<file path="src/rtl/rf_port_controller_pkg.sv">
// Shared constants for the register-file port controller: default sizes,
// FSM state encodings and requester identifiers.
package rf_port_controller_pkg;

    localparam int DATA_W_DEF = 32;
    localparam int ADDR_W_DEF = 5;
    localparam int NREG_DEF   = 32;

    // Controller FSM states
    localparam logic [0:0] ST_INIT = 1'b0;
    localparam logic [0:0] ST_RUN  = 1'b1;

    // Writeback requester identifiers (A = ALU, B = memory/load)
    localparam logic [0:0] REQ_A = 1'b0;
    localparam logic [0:0] REQ_B = 1'b1;

endpackage

</file>
<file path="src/rtl/rf_port_controller_arbiter.sv">
// Two-way round-robin arbiter for the register-file write port.
// Grants are combinational; the last winner is remembered so that when both
// requesters are valid the other one wins next.
module rf_rr_arbiter
    import rf_port_controller_pkg::*;
(
    input  logic clk,
    input  logic rst_n,
    input  logic run,
    input  logic a_valid,
    input  logic b_valid,
    output logic a_ready,
    output logic b_ready
);

    logic [0:0] last_grant_reg;

    // Combinational grant: a lone requester wins, otherwise alternate
    always_comb begin
        a_ready = 1'b0;
        b_ready = 1'b0;
        if (run) begin
            a_ready = a_valid && (!b_valid || (last_grant_reg == REQ_B));
            b_ready = b_valid && (!a_valid || (last_grant_reg == REQ_A));
        end
    end

    // Remember the winner of every granted cycle
    always_ff @(posedge clk or negedge rst_n) begin
        if (!rst_n) begin
            last_grant_reg <= REQ_B;
        end else if (a_ready) begin
            last_grant_reg <= REQ_A;
        end else if (b_ready) begin
            last_grant_reg <= REQ_B;
        end
    end

endmodule

</file>
<file path="src/rtl/rf_port_controller.sv">
// Register-file write-port controller: zeroing sweep after reset or on
// request, round-robin writeback arbitration, pending-write scoreboard with
// read hazard flags, and bypass of the in-flight write onto the read data.
module rf_port_controller
    import rf_port_controller_pkg::*;
#(
    parameter int DATA_W = DATA_W_DEF,
    parameter int ADDR_W = ADDR_W_DEF,
    parameter int NREG   = NREG_DEF
) (
    input  logic              CLK,
    input  logic              reset,
    input  logic              init_req,
    output logic              init_busy,
    input  logic              a_valid,
    input  logic [ADDR_W-1:0] a_addr,
    input  logic [DATA_W-1:0] a_data,
    output logic              a_ready,
    input  logic              b_valid,
    input  logic [ADDR_W-1:0] b_addr,
    input  logic [DATA_W-1:0] b_data,
    output logic              b_ready,
    input  logic              iss_valid,
    input  logic [ADDR_W-1:0] iss_addr,
    input  logic [ADDR_W-1:0] rd_a1,
    input  logic [ADDR_W-1:0] rd_a2,
    output logic              hazard1,
    output logic              hazard2,
    output logic [ADDR_W-1:0] rf_ad,
    output logic [DATA_W-1:0] rf_di,
    output logic              rf_we,
    input  logic [DATA_W-1:0] rf_do1,
    input  logic [DATA_W-1:0] rf_do2,
    output logic [DATA_W-1:0] do1,
    output logic [DATA_W-1:0] do2
);

    localparam logic [ADDR_W-1:0] ADDR_ZERO = '0;
    localparam logic [ADDR_W-1:0] ADDR_ONE  = ADDR_W'(1);
    localparam logic [ADDR_W-1:0] ADDR_LAST = ADDR_W'(NREG - 1);

    logic [0:0]        state_reg;
    logic [ADDR_W-1:0] cnt_reg;
    logic [NREG-1:0]   pend_reg;
    logic [NREG-1:0]   pend_next;
    logic [ADDR_W-1:0] rf_ad_reg;
    logic [DATA_W-1:0] rf_di_reg;
    logic              rf_we_reg;

    logic              run_ok;
    logic              restart;
    logic              accept;
    logic [ADDR_W-1:0] win_addr;
    logic [DATA_W-1:0] win_data;

    // A restart request takes the port away in the same cycle so that no
    // accepted write is silently dropped by the sweep.
    assign restart   = (state_reg == ST_RUN) && init_req;
    assign run_ok    = (state_reg == ST_RUN) && !init_req;
    assign init_busy = (state_reg == ST_INIT);

    rf_rr_arbiter u_arb (
        .clk     (CLK),
        .rst_n   (reset),
        .run     (run_ok),
        .a_valid (a_valid),
        .b_valid (b_valid),
        .a_ready (a_ready),
        .b_ready (b_ready)
    );

    assign accept   = a_ready || b_ready;
    assign win_addr = a_ready ? a_addr : b_addr;
    assign win_data = a_ready ? a_data : b_data;

    // Per-register scoreboard update: an issue beats a same-edge writeback,
    // and register 0 can never be pending.
    genvar gi;
    generate
        for (gi = 0; gi < NREG; gi++) begin : g_pend
            if (gi == 0) begin : g_zero
                assign pend_next[gi] = 1'b0;
            end else begin : g_reg
                assign pend_next[gi] =
                    (iss_valid && (iss_addr == ADDR_W'(gi))) ? 1'b1 :
                    (accept && (win_addr == ADDR_W'(gi)))    ? 1'b0 :
                    pend_reg[gi];
            end
        end
    endgenerate

    // FSM, sweep counter, scoreboard and registered write-port outputs
    always_ff @(posedge CLK or negedge reset) begin
        if (!reset) begin
            state_reg <= ST_INIT;
            cnt_reg   <= ADDR_ZERO;
            pend_reg  <= '0;
            rf_we_reg <= 1'b0;
            rf_ad_reg <= ADDR_ZERO;
            rf_di_reg <= '0;
        end else if (state_reg == ST_INIT) begin
            pend_reg  <= pend_next;
            rf_we_reg <= 1'b1;
            rf_ad_reg <= cnt_reg;
            rf_di_reg <= '0;
            cnt_reg   <= cnt_reg + ADDR_ONE;
            if (cnt_reg == ADDR_LAST) begin
                state_reg <= ST_RUN;
            end
        end else if (restart) begin
            pend_reg  <= '0;
            cnt_reg   <= ADDR_ZERO;
            rf_we_reg <= 1'b0;
            state_reg <= ST_INIT;
        end else begin
            pend_reg <= pend_next;
            if (accept && (win_addr != ADDR_ZERO)) begin
                rf_we_reg <= 1'b1;
                rf_ad_reg <= win_addr;
                rf_di_reg <= win_data;
            end else begin
                rf_we_reg <= 1'b0;
            end
        end
    end

    assign rf_we = rf_we_reg;
    assign rf_ad = rf_ad_reg;
    assign rf_di = rf_di_reg;

    assign hazard1 = pend_reg[rd_a1] && (rd_a1 != ADDR_ZERO);
    assign hazard2 = pend_reg[rd_a2] && (rd_a2 != ADDR_ZERO);

    // Forward the write that the RF has not stored yet
    always_comb begin
        do1 = rf_do1;
        do2 = rf_do2;
        if (rf_we_reg && (rf_ad_reg != ADDR_ZERO) && (rf_ad_reg == rd_a1)) begin
            do1 = rf_di_reg;
        end
        if (rf_we_reg && (rf_ad_reg != ADDR_ZERO) && (rf_ad_reg == rd_a2)) begin
            do2 = rf_di_reg;
        end
    end

endmodule

</file>
<file path="config.mk">
export PLATFORM = sky130hd
export DESIGN_NAME = rf_port_controller
export DESIGN_NICKNAME = d
export VERILOG_FILES = /design/src/rtl/rf_port_controller_pkg.sv /design/src/rtl/rf_port_controller_arbiter.sv /design/src/rtl/rf_port_controller.sv
export SDC_FILE = /design/constraint.sdc
export NUM_CORES = 1
export LEC_CHECK = 0
export ABC_AREA = 1
export CAP_MARGIN = 20
export CORE_MARGIN = 2
export CORE_UTILIZATION = 42
export DETAILED_ROUTE_END_ITERATION = 8
export PLACE_DENSITY = 0.9
export SLEW_MARGIN = 5
export SYNTH_ARGS = -nofsm -noshare
export SYNTH_HDL_FRONTEND = slang
export SYNTH_HIERARCHICAL = 1
export SYNTH_SLANG_ARGS = --single-unit
</file>
<file path="constraint.sdc">
create_clock -name CLK -period 2.8 [get_ports CLK]
set_input_delay 0.56 -clock CLK [delete_from_list [all_inputs] [get_ports CLK]]
set_output_delay 0.56 -clock CLK [all_outputs]
set_load 0.02 [all_outputs]
</file>
# After elaboration in Yosys (flattened, before gate mapping)
# Index checks and enable logic that the tools add are counted.
# word_totals
register_bits	77
out_inout_bits	107
# op_classes
add_sub_neg	1
n_lt_le_gt_ge	2
eq_ne	68
mux	90
bitwise	2
reduce_logical	84
# op_table
cell	n
$mux W32	8
$eq A5 B5 Y1 const B	33
$eq A5 B4 Y1 const B	16
$mux W1	74
$logic_and A1 B1 Y1	72
$eq A5 B3 Y1 const B	8
$mux W5	6
$eq A5 B2 Y1 const B	4
$reduce_bool A5 Y1	4
$lt A5 B6 Y1 const B	2
$bmux W1 S5	2
$eq A5 B1 Y1 const B	2
$eq A5 B5 Y1	2
$add A5 B1 Y5 const B	1
$ne A2 B1 Y1 const B	2
$logic_not A1 Y1	3
$logic_or A1 B1 Y1	3
$ne A2 B2 Y1 const B	1
$not A1 Y1	2
$reduce_and A2 Y1	1
$reduce_bool A2 Y1	1

# Depth between registers and ports, before layout
# Gate-level depths: netlist of the first run.
# depth
ltp_word	11
depth_mapped	17

# Cells and area by module
# Netlist of the first run, hierarchy kept.
# modules_own_cells
module	instances	cells_each	area_each_um2	seq_area_each_um2
rf_port_controller	1	914	5602.9	1876.8
rf_rr_arbiter	1	11	65.1	26.3

# Worst setup path before layout of the first run
# OpenSTA, ideal clock, no wires.
# synth_path
path_type	reg2reg
from	register state_reg
to	register rf_ad_reg[0], in the netlist rf_ad[0]
setup_time_ns	0.123
arrival_ns	2.618
setup_slack_ns	0.059
path_stages_with_launch	18
path_cell_list	dfrtp_1 inv_1 clkbuf_1 nor2_1 nand2_1 a21oi_1 buf_4 nand2_1 nand2_2 inv_2 nand2_1 nor2_2 nand2_1 nand2_2 buf_6 buf_6 nand2_1 o21ai_2
# synth_via
elab_chain_len	7
word_cells_on_any_way	14
# synth_lines
element	line_no	rtl
start: declaration	rf_port_controller.sv:42	logic [0:0] state_reg;
start signal: assignment	rf_port_controller.sv:95	state_reg <= ST_INIT;
start signal: assignment	rf_port_controller.sv:108	state_reg <= ST_RUN;
start signal: assignment	rf_port_controller.sv:114	state_reg <= ST_INIT;
$logic_and A1 B1 Y1 (*)	rf_port_controller.sv:59	assign run_ok = (state_reg == ST_RUN) && !init_req;
named net run_ok	rf_port_controller.sv:50	logic run_ok;
$mux W1 (*)	rf_port_controller_arbiter.sv:22	if (run) begin
named net a_ready	rf_port_controller.sv:18	output logic a_ready,
$mux W5	rf_port_controller.sv:73	assign win_addr = a_ready ? a_addr : b_addr;
$reduce_bool A5 Y1	rf_port_controller.sv:117	if (accept && (win_addr != ADDR_ZERO)) begin
$logic_and A1 B1 Y1	rf_port_controller.sv:117	
$ne A2 B1 Y1 (no source line)	-	
$reduce_and A2 Y1 (no source line)	-	
end signal: assignment	rf_port_controller.sv:104	rf_ad_reg <= cnt_reg;
end signal: assignment	rf_port_controller.sv:119	rf_ad_reg <= win_addr;
end: declaration	rf_port_controller.sv:46	logic [ADDR_W-1:0] rf_ad_reg;
# Mark *: on every way through the listed nets, which the timed path passes. The rest lies on a longest branch. The select of a mux whose other input is x is not followed.
# A chain may end at the register's enable or synchronous reset.

# Worst setup path after layout of the first run
# layout_path
from	input port rd_a2[4]
to	output port do2[5]
# layout_via
elab_chain_len	3
# layout_lines
element	line_no	rtl
start: declaration	rf_port_controller.sv:26	input logic [ADDR_W-1:0] rd_a2,
$eq A5 B5 Y1	rf_port_controller.sv:141	if (rf_we_reg && (rf_ad_reg != ADDR_ZERO) && (rf_ad_reg == rd_a2)) begin
$logic_and A1 B1 Y1	rf_port_controller.sv:141	
$mux W32	rf_port_controller.sv:141	
end: declaration	rf_port_controller.sv:35	output logic [DATA_W-1:0] do2
# Every way passes these cells.

==> results of run 1 <==
==> synth_stat cells (all sizes together) <==
| cell | number |
|---|---|
| nand2 | 368 |
| nor2 | 112 |
| nand3 | 106 |
| o21ai | 94 |
| dfrtp | 75 |
| inv | 57 |
| a21oi | 33 |
| clkbuf | 29 |
| buf | 22 |
| xor2 | 6 |
| xnor2 | 5 |
| or2 | 3 |
| a22o | 2 |
| a31oi | 2 |
| ha | 2 |
| nor3 | 2 |
| o211ai | 2 |
| and3 | 1 |
| clkinv | 1 |
| dfstp | 1 |
| nand3b | 1 |
| nand4 | 1 |
==> stage by stage <==
stage / instances / power (uW)
floorplan: 925 / 3990
global placement: 1367 / 5550
detailed placement: 1367 / 5650
CTS: 1386 / 6650
global route: 1400 / 7220
finish: 1400 / 6810
==> layout make-up <==
type	count	area share
antenna	1	0.000276
clock buffer	11	0.0268
clock inverter	5	0.00303
inverter	58	0.0248
multi-input combinational	740	0.369
sequential	76	0.210
tap	176	0.0243
timing repair buffer	333	0.342
==> worst reg2reg max path, stage by stage, from the launching register on <==
cell and delay [ps]:
sky130_fd_sc_hd__dfrtp_1 340, sky130_fd_sc_hd__inv_1 50, sky130_fd_sc_hd__nor2_1 120, sky130_fd_sc_hd__nand2_1 120
sky130_fd_sc_hd__a21oi_4 180, sky130_fd_sc_hd__buf_4 170, sky130_fd_sc_hd__inv_2 60, sky130_fd_sc_hd__nand2_1 70
sky130_fd_sc_hd__nand2_2 70, sky130_fd_sc_hd__inv_2 60, sky130_fd_sc_hd__nand2_1 80, sky130_fd_sc_hd__nor2_2 140
sky130_fd_sc_hd__nand2_1 80, sky130_fd_sc_hd__nand2_2 150, sky130_fd_sc_hd__buf_12 220, sky130_fd_sc_hd__nand2_1 100
sky130_fd_sc_hd__o21ai_2 70
==> power by group <==
group          switching (uW)  internal, uW  leakage (uW)
logic                    2190          1580       0.00329
registers                 446          1530      0.000999
clock network             449           618      0.000135
==> worst paths after layout <==
| kind | startpoint | to | slack [ps] | cells after the start |
|---|---|---|---|---|
| min in group CLK | u_arb/last_grant_reg | u_arb/last_grant_reg | 490 | 2 |
| worst min-delay path | reset | rf_di[12] | 390 | 1 |
| worst max-delay path | rd_a2[4] | do2[5] | 30 | 9 |
| worst min register to register | u_arb/last_grant_reg | u_arb/last_grant_reg | 490 | 2 |
| max in group asynchronous | reset | rf_ad[3] | 1700 | 1 |
| worst max register to register | state_reg | rf_di[0] | 640 | 16 |
==> routing by layer <==
layer / up-vias / track usage / share of wire
met5: - / 0 / 0
met1: 3373 / 0.406 / 0.40
met4: 0 / 0.143 / 0.041
met2: 421 / 0.495 / 0.47
li1: 3542 / - / -
met3: 79 / 0.0651 / 0.091
==> cells by family after synthesis <==
kind of cell    Yosys count
compound gates          133
xor+xnor                 11
simple gates            594
flops                    76
buf+inv                 109
fa+ha+maj                 2
==> repair_timing <==
item                                    4_1_cts  5_1_grt
pin swaps                                     2        2
gates resized for setup                      79      101
setup buffers                                 3       11
gates cloned                                  0        2
endpoints found under the setup margin       66       68
==> summary.md, run 1 <==
| Metric | Value |
|---|---|
| Outcome | completed |
| Number of buffers added to fix hold violations after cts | 0 |
| Area occupied by multi-input gates | 3340 um2 |
| Leading cell types by total area after synthesis | sky130_fd_sc_hd__dfrtp_1 (33%), sky130_fd_sc_hd__nand2_1 (24%), sky130_fd_sc_hd__nand3_1 (9.4%) |
| Fin nets | 1,379 |
| DRC viols | 0 |
| Post-Synth XOR/XNOR Area | 0.0170 |
| Cell occurring most often along the worst timing path | sky130_fd_sc_hd__nand2_1 |
| Max FFs per register | 32 |
| Effective utilization at floorplan | 0.430 |
| DRT Wirelength | 23.4 mm |
| Top Ports | 266 |
| Fraction of the mapped netlist area in compound gates | 0.134 |
| Layout area overhead | 60.1% |
| Largest net degree at the start of global routing | 77 |
| Clock buffers created by TritonCTS | 9 |
| Per-cell routed wire length | 16.7 um |
| Die outline height | 120 um |
| Clock latency reported for the late side of the worst-skew pair | 330 ps |
| Max-cap violation count | 0 |
| Static leakage | 0.00443 uW |
| Unique masters post-synth | 30 |
| Post-synthesis sequential area ratio | 0.336 |
| Number of setup violations in the final report | 0 |
| Worst hold slack | 387 ps |
| Endpoints failing hold | 0 |
| Clock tree from TritonCTS | yes |
| Cell area after layout | 9070 um2 |
| Post-Route Utilization | 0.688 |
| Share of post-route cells with drive strength above 1 | 0.147 |
| Maximum level of the CTS H-tree | 3 |
| Clock input transition at the sequential cells of the worst setup and hold paths | 60 ps |
| Via-to-Cell Ratio | 5.30 |
| Critical Path Sink Type | primary output |
| Final Slew Violations | 0 |
| Worst setup path class | input pin to primary output |
| Bufs and invs on worst path | 4 |
| Highest-count cells in the layout ignoring fill and taps | sky130_fd_sc_hd__nand2_1 (361), sky130_fd_sc_hd__clkdlybuf4s50_1 (192), sky130_fd_sc_hd__nor2_1 (106), sky130_fd_sc_hd__nand3_1 (106), sky130_fd_sc_hd__dfrtp_1 (70) |
| Floorplan die width | 120 um |
| Crit-path leading delay family | buffers and inverters |
| Yosys Warn Count | 6 |
| Number of nets in the synthesized netlist | 1,086 |
| Cell count after synthesis | 925 |
| Largest fanout on the critical path | 8 |
| Remaining antenna violation count | 0 |
| Final critical-path required period | 2770 ps |
| RSZ-0062 raised after global routing | yes |
| Synthesized cell area | 5670 um2 |
| Number of DRC violations after detailed-routing iteration 0 | 767 |
| Simple-gate share of the synthesized area | 0.425 |
| Vias | 7,415 |
| Total of fill cells in the finished design | 1,162 |
| Largest family of logic cells by synthesized area | simple AND/OR/NAND/NOR gates |
| Final total negative setup slack | 0 ps |
| Sequential cell area in the final layout | 1910 um2 |
| Number of core rows | 42 |
| Fraction of the mapped netlist area in adder cells | 0.00442 |
| Post-Place Cell Area | 8800 um2 |
| Pwr/cell area | 751 nW/um2 |
| Final critical-path share of the clock period | 0.988 |
| Type of the tightest min-delay check | input pin to async pin |
| Arrival time of data at the critical path endpoint | 2210 ps |
| Core ar. | 13,200 um2 |
| Final setup skew | 4.76 ps |
| Die area | 14,400 um2 |
| Critical Path Slowest Stage Cell | sky130_fd_sc_hd__clkdlybuf4s50_1 |
| Buffer levels on the longest clock path | 2 |
| Tightest slew margin relative to the limit | 0.334 |
| Number of global-route vias before repair | 6,757 |
| Slowest Stage Delay on Critical Path | 510 ps |
| Total global-route track usage | 0.311 |
| Clock root buffer | sky130_fd_sc_hd__clkbuf_16 |
| Last weighted congestion value of the routability-driven placer | 0.946 |
| Register bit total from synthesis | 76 |
| Antenna violations before repair | 1 |
| Avg Inst Size Synth | 6.13 um2 |
| Portion of netlist area occupied by mux cells | 0 |
| Most common library cell in the layout ignoring fill and taps | sky130_fd_sc_hd__nand2_1 |
| Critical Path, Cell by Cell | clkdlybuf4s50_1 > xor2_1 > nor2_2 > nand2_2 > clkbuf_16 > buf_6 > nand2_1 > nand2_1 > clkdlybuf4s15_1 |
| DP Wirelength | 17.6 mm |
| Detailed-routing iteration count for the pre-antenna-repair pass | 5 |
| Share of the synthesized area in the top cell type | 0.331 |
| Wire length of the first global-routing pass | 35.5 mm |
| # clock sinks | 76 |
| Startpoint types | input pin |
| Yosys top cell by area | sky130_fd_sc_hd__dfrtp_1 |
| Final setup slack of the worst path | 34.1 ps |
| Actual transition at the worst max-transition pin | 1000 ps |
| Number of port buffers | 265 |
| Top achievable clock speed | 362 MHz |
| Setup Slack @ Placement | -362 ps |
| Critical path required time | 2240 ps |
| IR drop worst, VDD | 0.431 mV |
| Total overflow reported by the global router | 0 |
No activity file was read; power rests on OpenSTA's default activity.
==> run 2: changes to the inputs <==
Settings changed: CORE_ASPECT_RATIO from default to 1.1, TNS_END_PERCENT from default to 1.
==> summary.md, run 2 (synthesis gave the netlist of run 1 again) <==
| Metric | Value |
|---|---|
| Tightest slew margin relative to the limit | 0.327 (was 0.334) |
| Filler-free cell count of the finished design | 1,369 (was 1,400) |
| Type of the tightest min-delay check | input pin to async pin (unchanged) |
| Largest fanout on the critical path | 23 (was 8) |
| Number of port buffers | 265 (unchanged) |
| # clock sinks | 76 (unchanged) |
| Critical Path, Cell by Cell | clkdlybuf4s50_1 > xor2_1 > nor2_2 > buf_4 > buf_12 > nand3_1 > nand2_1 > dlygate4sd2_1 (was clkdlybuf4s50_1 > xor2_1 > nor2_2 > nand2_2 > clkbuf_16 > buf_6 > nand2_1 > nand2_1 > clkdlybuf4s15_1) |
| Layout area overhead | 55.0% (was 60.1%) |
| DP Wirelength | 18.6 mm (was 17.6 mm) |
| Total of fill cells in the finished design | 1,179 (was 1,162) |
| Count of placed standard cells including taps | 1,349 (was 1,367) |
| Per-cell routed wire length | 17.5 um (was 16.7 um) |
| Detailed-routing iteration count for the pre-antenna-repair pass | 6 (was 5) |
| Critical path required time | 2240 ps (about the same) |
| Core ar. | 13,200 um2 (about the same) |
| Clock root buffer | sky130_fd_sc_hd__clkbuf_16 (unchanged) |
| Largest net degree at the start of global routing | 77 (unchanged) |
| Endpoints failing hold | 0 (unchanged) |
| Fin nets | 1,362 (was 1,379) |
| Number of core rows | 44 (was 42) |
| Clock tree from TritonCTS | yes (unchanged) |
| Number of buffers added to fix hold violations after cts | 0 (unchanged) |
| DRC viols | 0 (unchanged) |
| Setup bufs post-CTS | 0 (was 3) |
| Slowest Stage Delay on Critical Path | 470 ps (was 510 ps) |
| Critical Path Sink Type | primary output (unchanged) |
| Clock input transition at the sequential cells of the worst setup and hold paths | 60 ps (about the same) |
| Pwr/cell area | 767 nW/um2 (was 751 nW/um2) |
| Actual transition at the worst max-transition pin | 1010 ps (was 1000 ps) |
| Wire length of the first global-routing pass | 36.5 mm (was 35.5 mm) |
| Share of post-route cells with drive strength above 1 | 0.143 (was 0.147) |
| Buffer levels on the longest clock path | 2 (unchanged) |
| Vias | 7,307 (was 7,415) |
| IR drop worst, VDD | 0.411 mV (was 0.431 mV) |
| Max-cap violation count | 0 (unchanged) |
| Total overflow reported by the global router | 0 (unchanged) |
| Worst hold slack | 360 ps (was 387 ps) |
| Number of global-route vias before repair | 6,818 (was 6,757) |
| Bufs and invs on worst path | 4 (unchanged) |
| Net switching power | 3080 uW (was 3090 uW) |
| Critical Path Slowest Stage Cell | sky130_fd_sc_hd__clkdlybuf4s50_1 (unchanged) |
| DRT Wirelength | 24.0 mm (was 23.4 mm) |
| Top achievable clock speed | 359 MHz (was 362 MHz) |
| Remaining antenna violation count | 0 (unchanged) |
| Number of DRC violations after detailed-routing iteration 0 | 858 (was 767) |
| Arrival time of data at the critical path endpoint | 2230 ps (was 2210 ps) |
| Maximum level of the CTS H-tree | 3 (unchanged) |
| Floorplan die width | 115 um (was 120 um) |
| Part of the total power dissipated in combinational logic | 0.547 (was 0.554) |
| Last weighted congestion value of the routability-driven placer | 0.993 (was 0.946) |
| Outcome | completed (unchanged) |
| Final critical-path share of the clock period | 0.995 (was 0.988) |
| Die outline height | 126 um (was 120 um) |
| Part of the power in the clock network | 0.163 (was 0.157) |
| Die area | 14,400 um2 (about the same) |
| Internal | 3650 uW (was 3720 uW) |
| Highest-count cells in the layout ignoring fill and taps | sky130_fd_sc_hd__nand2_1 (362), sky130_fd_sc_hd__clkdlybuf4s50_1 (196), sky130_fd_sc_hd__nand3_1 (106) (was sky130_fd_sc_hd__nand2_1 (361), sky130_fd_sc_hd__clkdlybuf4s50_1 (192), sky130_fd_sc_hd__nor2_1 (106), sky130_fd_sc_hd__nand3_1 (106), sky130_fd_sc_hd__dfrtp_1 (70)) |
| Max FFs per register | 32 (unchanged) |
| Via-to-Cell Ratio | 5.34 (was 5.30) |
| Startpoint types | input pin (unchanged) |
| Switching share of total power | 0.458 (was 0.453) |
| Effective utilization at floorplan | 0.429 (was 0.430) |
| Final Slew Violations | 0 (unchanged) |
| Total global-route track usage | 0.326 (was 0.311) |
| Worst setup path class | input pin to primary output (unchanged) |
| Clock buffers created by TritonCTS | 9 (unchanged) |
| Final critical-path required period | 2790 ps (was 2770 ps) |
| RSZ-0062 raised after global routing | yes (unchanged) |
| Crit-path leading delay family | buffers and inverters (unchanged) |
| Static leakage | 0.00427 uW (was 0.00443 uW) |
| Antenna violations before repair | 1 (unchanged) |
| Sequential fraction of design power | 0.290 (was 0.289) |
| Clock latency reported for the late side of the worst-skew pair | 330 ps (about the same) |
| Number of setup violations in the final report | 0 (unchanged) |
| Most common library cell in the layout ignoring fill and taps | sky130_fd_sc_hd__nand2_1 (unchanged) |
| Final setup skew | 5.37 ps (was 4.76 ps) |
| Top Ports | 266 (unchanged) |
-- run 2: layout make-up --
cell class                 count  area [um2]  area share
multi-input combinational    740        3330       0.379
timing repair buffer         314        2830       0.322
sequential                    76        1900       0.217
clock buffer                  11         243      0.0276
inverter                      58         225      0.0256
tap                          161         201      0.0229
clock inverter                 5        36.3     0.00413
timing repair inverter         2        15.0     0.00171
antenna                        2        5.00    0.000570
-- run 2: timing repair --
action,4_1_cts,5_1_grt
resized for setup,95,109
endpoints found under the setup margin,66,67
pin swaps,2,0
hold endpoints to repair,0,0
cloned,2,0
-- run 2: metrics by stage --
stage / utilization / setup slack, ps / setup TNS (ps) / cell area (um2) / total power, uW
finish: 0.665 / 14.5 / 0 / 8780 / 6730
detailed placement: 0.663 / -329 / -19690 / 8760 / 5700
floorplan: - / 58.7 / 0 / 5670 / 3990
global route: 0.665 / -99.2 / -189 / 8780 / 7150
CTS: 0.682 / 0.851 / 0 / 9010 / 6740
global placement: 0.663 / -319 / -16520 / 8760 / 5620
-- run 2: final timing paths --
kind                                      start              endpoint  slack [ps]  cells after the start
min in group CLK           u_arb/last_grant_reg  u_arb/last_grant_reg         480                      2
hold / removal                            reset             rf_di[14]         360                      1
setup reg to reg                      state_reg              rf_di[2]         570                     15
max in group asynchronous                 reset           pend_reg[5]        1760                      1
hold reg to reg            u_arb/last_grant_reg  u_arb/last_grant_reg         480                      2
setup / recovery                       rd_a2[3]               do2[15]          10                      8
-- run 2: layer usage --
layer  vias to the layer above  wire (um)  global-route usage
li1                       3503          -                   -
met1                      3290       9430               0.412
met2                       424      11300               0.534
met3                        90       2090              0.0626
met4                         0       1190               0.158
met5                         -          0                   0
-- run 2: power by group through the flow --
stage	sequential [uW]	combinational, uW	clock (uW)
2_1_floorplan	2020	1970	0
3_3_place_gp	1930	3690	0
3_5_place_dp	1950	3750	0
4_1_cts	1940	3690	1110
5_1_grt	2000	3990	1160
6_report	1950	3680	1100
-- run 2: worst reg2reg max path: stages (launching register included) --
cell and delay [ps]:
sky130_fd_sc_hd__dfrtp_1 340, sky130_fd_sc_hd__inv_1 50, sky130_fd_sc_hd__nor2_1 160, sky130_fd_sc_hd__nand2_1 140, sky130_fd_sc_hd__a21oi_4 220, sky130_fd_sc_hd__inv_2 90, sky130_fd_sc_hd__nand2_1 90, sky130_fd_sc_hd__nand2_2 90
sky130_fd_sc_hd__inv_2 100, sky130_fd_sc_hd__nand2_1 90, sky130_fd_sc_hd__nor2_2 150, sky130_fd_sc_hd__nand2_1 80, sky130_fd_sc_hd__nand2_2 130, sky130_fd_sc_hd__buf_12 240, sky130_fd_sc_hd__nand2_1 110, sky130_fd_sc_hd__o21ai_2 70
==> run 3: changes to the inputs <==
Settings changed: CORE_UTILIZATION 42 to 46, PLACE_DENSITY 0.9 to 0.95.
Clock period 2.8 ns to 3.37 ns, I/O delays scaled along.
==> summary.md, run 3 (synthesis gave the netlist of run 1 again) <==
| Metric | Value |
|---|---|
| Endpoint of the lowest-slack register-to-register path | rf_di[21] (was rf_di[2]) |
| Share of post-route cells with drive strength above 1 | 0.0805 (was 0.143) |
| Clock buffers created by TritonCTS | 9 (unchanged) |
| Actual transition at the worst max-transition pin | 981 ps (was 1010 ps) |
| Type of the tightest min-delay check | input pin to async pin (unchanged) |
| Die area | 13,200 um2 (was 14,400 um2) |
| Fin nets | 1,348 (was 1,362) |
| IR drop worst, VDD | 0.380 mV (was 0.411 mV) |
| Endpoints failing hold | 0 (unchanged) |
| Pwr/cell area | 630 nW/um2 (was 767 nW/um2) |
| R2R cell count | 15 (unchanged) |
| Per-cell routed wire length | 17.5 um (about the same) |
| Total global-route track usage | 0.354 (was 0.326) |
| Worst reg-to-reg setup slack | 670 ps (was 570 ps) |
| Max-cap violation count | 0 (unchanged) |
| DRT Wirelength | 23.5 mm (was 24.0 mm) |
| Final critical-path share of the clock period | 0.992 |
| RSZ-0062 raised after global routing | yes (unchanged) |
| Startpoint types | input pin (unchanged) |
| DP Wirelength | 17.9 mm (was 18.6 mm) |
| Remaining antenna violation count | 0 (unchanged) |
| Clock input transition at the sequential cells of the worst setup and hold paths | 60 ps (about the same) |
| Largest fanout on the critical path | 24 (was 23) |
| Wire length of the first global-routing pass | 35.9 mm (was 36.5 mm) |
| Critical Path, Cell by Cell | clkdlybuf4s50_1 > xnor2_1 > nand2_1 > nor3_4 > buf_8 > nand3_1 > nand2_1 > clkdlybuf4s50_1 (was clkdlybuf4s50_1 > xor2_1 > nor2_2 > buf_4 > buf_12 > nand3_1 > nand2_1 > dlygate4sd2_1) |
| Static leakage | 0.00461 uW (was 0.00427 uW) |
| Antenna Cells | 0 (was 2) |
| Effective utilization at floorplan | 0.471 (was 0.429) |
| Clock latency reported for the late side of the worst-skew pair | 340 ps (was 330 ps) |
| Clock root buffer | sky130_fd_sc_hd__clkbuf_16 (unchanged) |
| Slowest Stage Delay on Critical Path | 600 ps (was 470 ps) |
| Final setup skew | 7.49 ps (was 5.37 ps) |
| Number of global-route vias before repair | 6,844 (was 6,818) |
| Number of core rows | 42 (was 44) |
| Number of port buffers | 265 (unchanged) |
| Outcome | completed (unchanged) |
| Max FFs per register | 32 (unchanged) |
| Vias | 7,460 (was 7,307) |
| Top achievable clock speed | 299 MHz |
| Buffer levels on the longest clock path | 2 (unchanged) |
| Final Slew Violations | 0 (unchanged) |
| Top Ports | 266 (unchanged) |
| # clock sinks | 76 (unchanged) |
| Largest net degree at the start of global routing | 77 (unchanged) |
| DRC viols | 0 (unchanged) |
| Critical Path Sink Type | primary output (unchanged) |
| Worst setup path class | input pin to primary output (unchanged) |
| Most common library cell in the layout ignoring fill and taps | sky130_fd_sc_hd__nand2_1 (unchanged) |
| Clock tree from TritonCTS | yes (unchanged) |
| Tightest slew margin relative to the limit | 0.345 (was 0.327) |
| Core ar. | 12,000 um2 (was 13,200 um2) |
| Number of setup violations in the final report | 0 (unchanged) |
| Final critical-path required period | 3340 ps |
| Antenna violations before repair | 0 (was 1) |
| Critical Path Slowest Stage Cell | sky130_fd_sc_hd__clkdlybuf4s50_1 (unchanged) |
| Worst hold slack | 483 ps (was 360 ps) |
| Number of DRC violations after detailed-routing iteration 0 | 935 (was 858) |
| Floorplan die width | 110 um (was 115 um) |
| Maximum level of the CTS H-tree | 3 (unchanged) |
| Beginning of the worst register-to-register path | state_reg (unchanged) |
| Critical path required time | 2700 ps (was 2240 ps) |
| Die outline height | 120 um (was 126 um) |
| Detailed-routing iteration count for the pre-antenna-repair pass | 6 (unchanged) |
| Arrival time of data at the critical path endpoint | 2670 ps (was 2230 ps) |
| Highest-count cells in the layout ignoring fill and taps | sky130_fd_sc_hd__nand2_1 (364), sky130_fd_sc_hd__clkdlybuf4s50_1 (203), sky130_fd_sc_hd__nor2_1 (108) (was sky130_fd_sc_hd__nand2_1 (362), sky130_fd_sc_hd__clkdlybuf4s50_1 (196), sky130_fd_sc_hd__nand3_1 (106)) |
| Total overflow reported by the global router | 0 (unchanged) |
| Setup Slack @ Placement | -50.6 ps (was -329 ps) |
| Layout area overhead | 59.6% (was 55.0%) |
| Via-to-Cell Ratio | 5.54 (was 5.34) |
| Last weighted congestion value of the routability-driven placer | 1.01 (was 0.993) |
| Final setup slack of the worst path | 25.7 ps (was 14.5 ps) |
run 3: changes by cell type in the layout (fill, tap and decap cells not counted), sizes merged, moves of 2 or more:
| cell | change |
|---|---|
| dlymetal6s2s | +41 |
| clkinv | -2 |
| buf | -14 |
| clkdlybuf4s50 | +7 |
| diode | -2 |
| clkinvlp | -2 |
| clkdlybuf4s15 | -6 |
| dlygate4sd2 | +17 |
| clkbuf | -57 |
run 3: what timing repair did:
action	4_1_cts	5_1_grt
hold endpoints to repair	0	0
setup endpoints to repair	41	45
buffers inserted	3	2
gates resized for setup	21	44
hold buffers	0	0
run 3: layout make-up:
type	instances	area, um2
Fill cell	928	2990
Timing Repair Buffer	302	3100
Clock buffer	11	253
Sequential cell	76	1900
Tap cell	154	193
Multi-Input combinational cell	740	3320
Inverter	58	225
Clock inverter	5	57.6
run 3: how the worst max path moves through the flow:
stage,startpoint,endpoint,slack [ps],cells after the start
3_5_place_dp,rd_a2[1],do2[24],-50,10
2_1_floorplan,init_req,rf_ad[0],580,15
5_1_grt,rd_a1[0],do1[16],-70,8
6_report,rd_a1[0],do1[16],30,8
3_3_place_gp,rd_a1[0],hazard1,-9,13
4_1_cts,rd_a2[0],hazard2,1,11
run 3: worst max-delay path: cells and delay by family:
kind	cells	cell delay [ps]
xor gates and xnor gates	1	120
buffers and inverters	3	1320
and+or+nand+nor	4	540
run 3: routing by layer:
metal	GRT usage	wire [um]	up-vias
met5	0	0	-
met4	0.152	994	0
met3	0.101	3000	93
met2	0.545	10700	496
met1	0.463	8870	3390
li1	-	-	3481
run 3: where the power goes:
group | internal [uW] | switching [uW]
logic | 1260 | 1780
clock network | 617 | 387
registers | 1260 | 392
run 3: stage by stage:
step | cell area [um2] | total power (uW) | TNS (ps) | utilization | instances
2_1_floorplan | 5670 | 3310 | 0 | - | 925
3_3_place_gp | 8610 | 4580 | -45.5 | 0.715 | 1325
3_5_place_dp | 8610 | 4670 | -892 | 0.715 | 1325
4_1_cts | 8920 | 5660 | 0 | 0.742 | 1344
5_1_grt | 9050 | 6040 | -208 | 0.752 | 1346
6_report | 9050 | 5700 | 0 | 0.752 | 1346
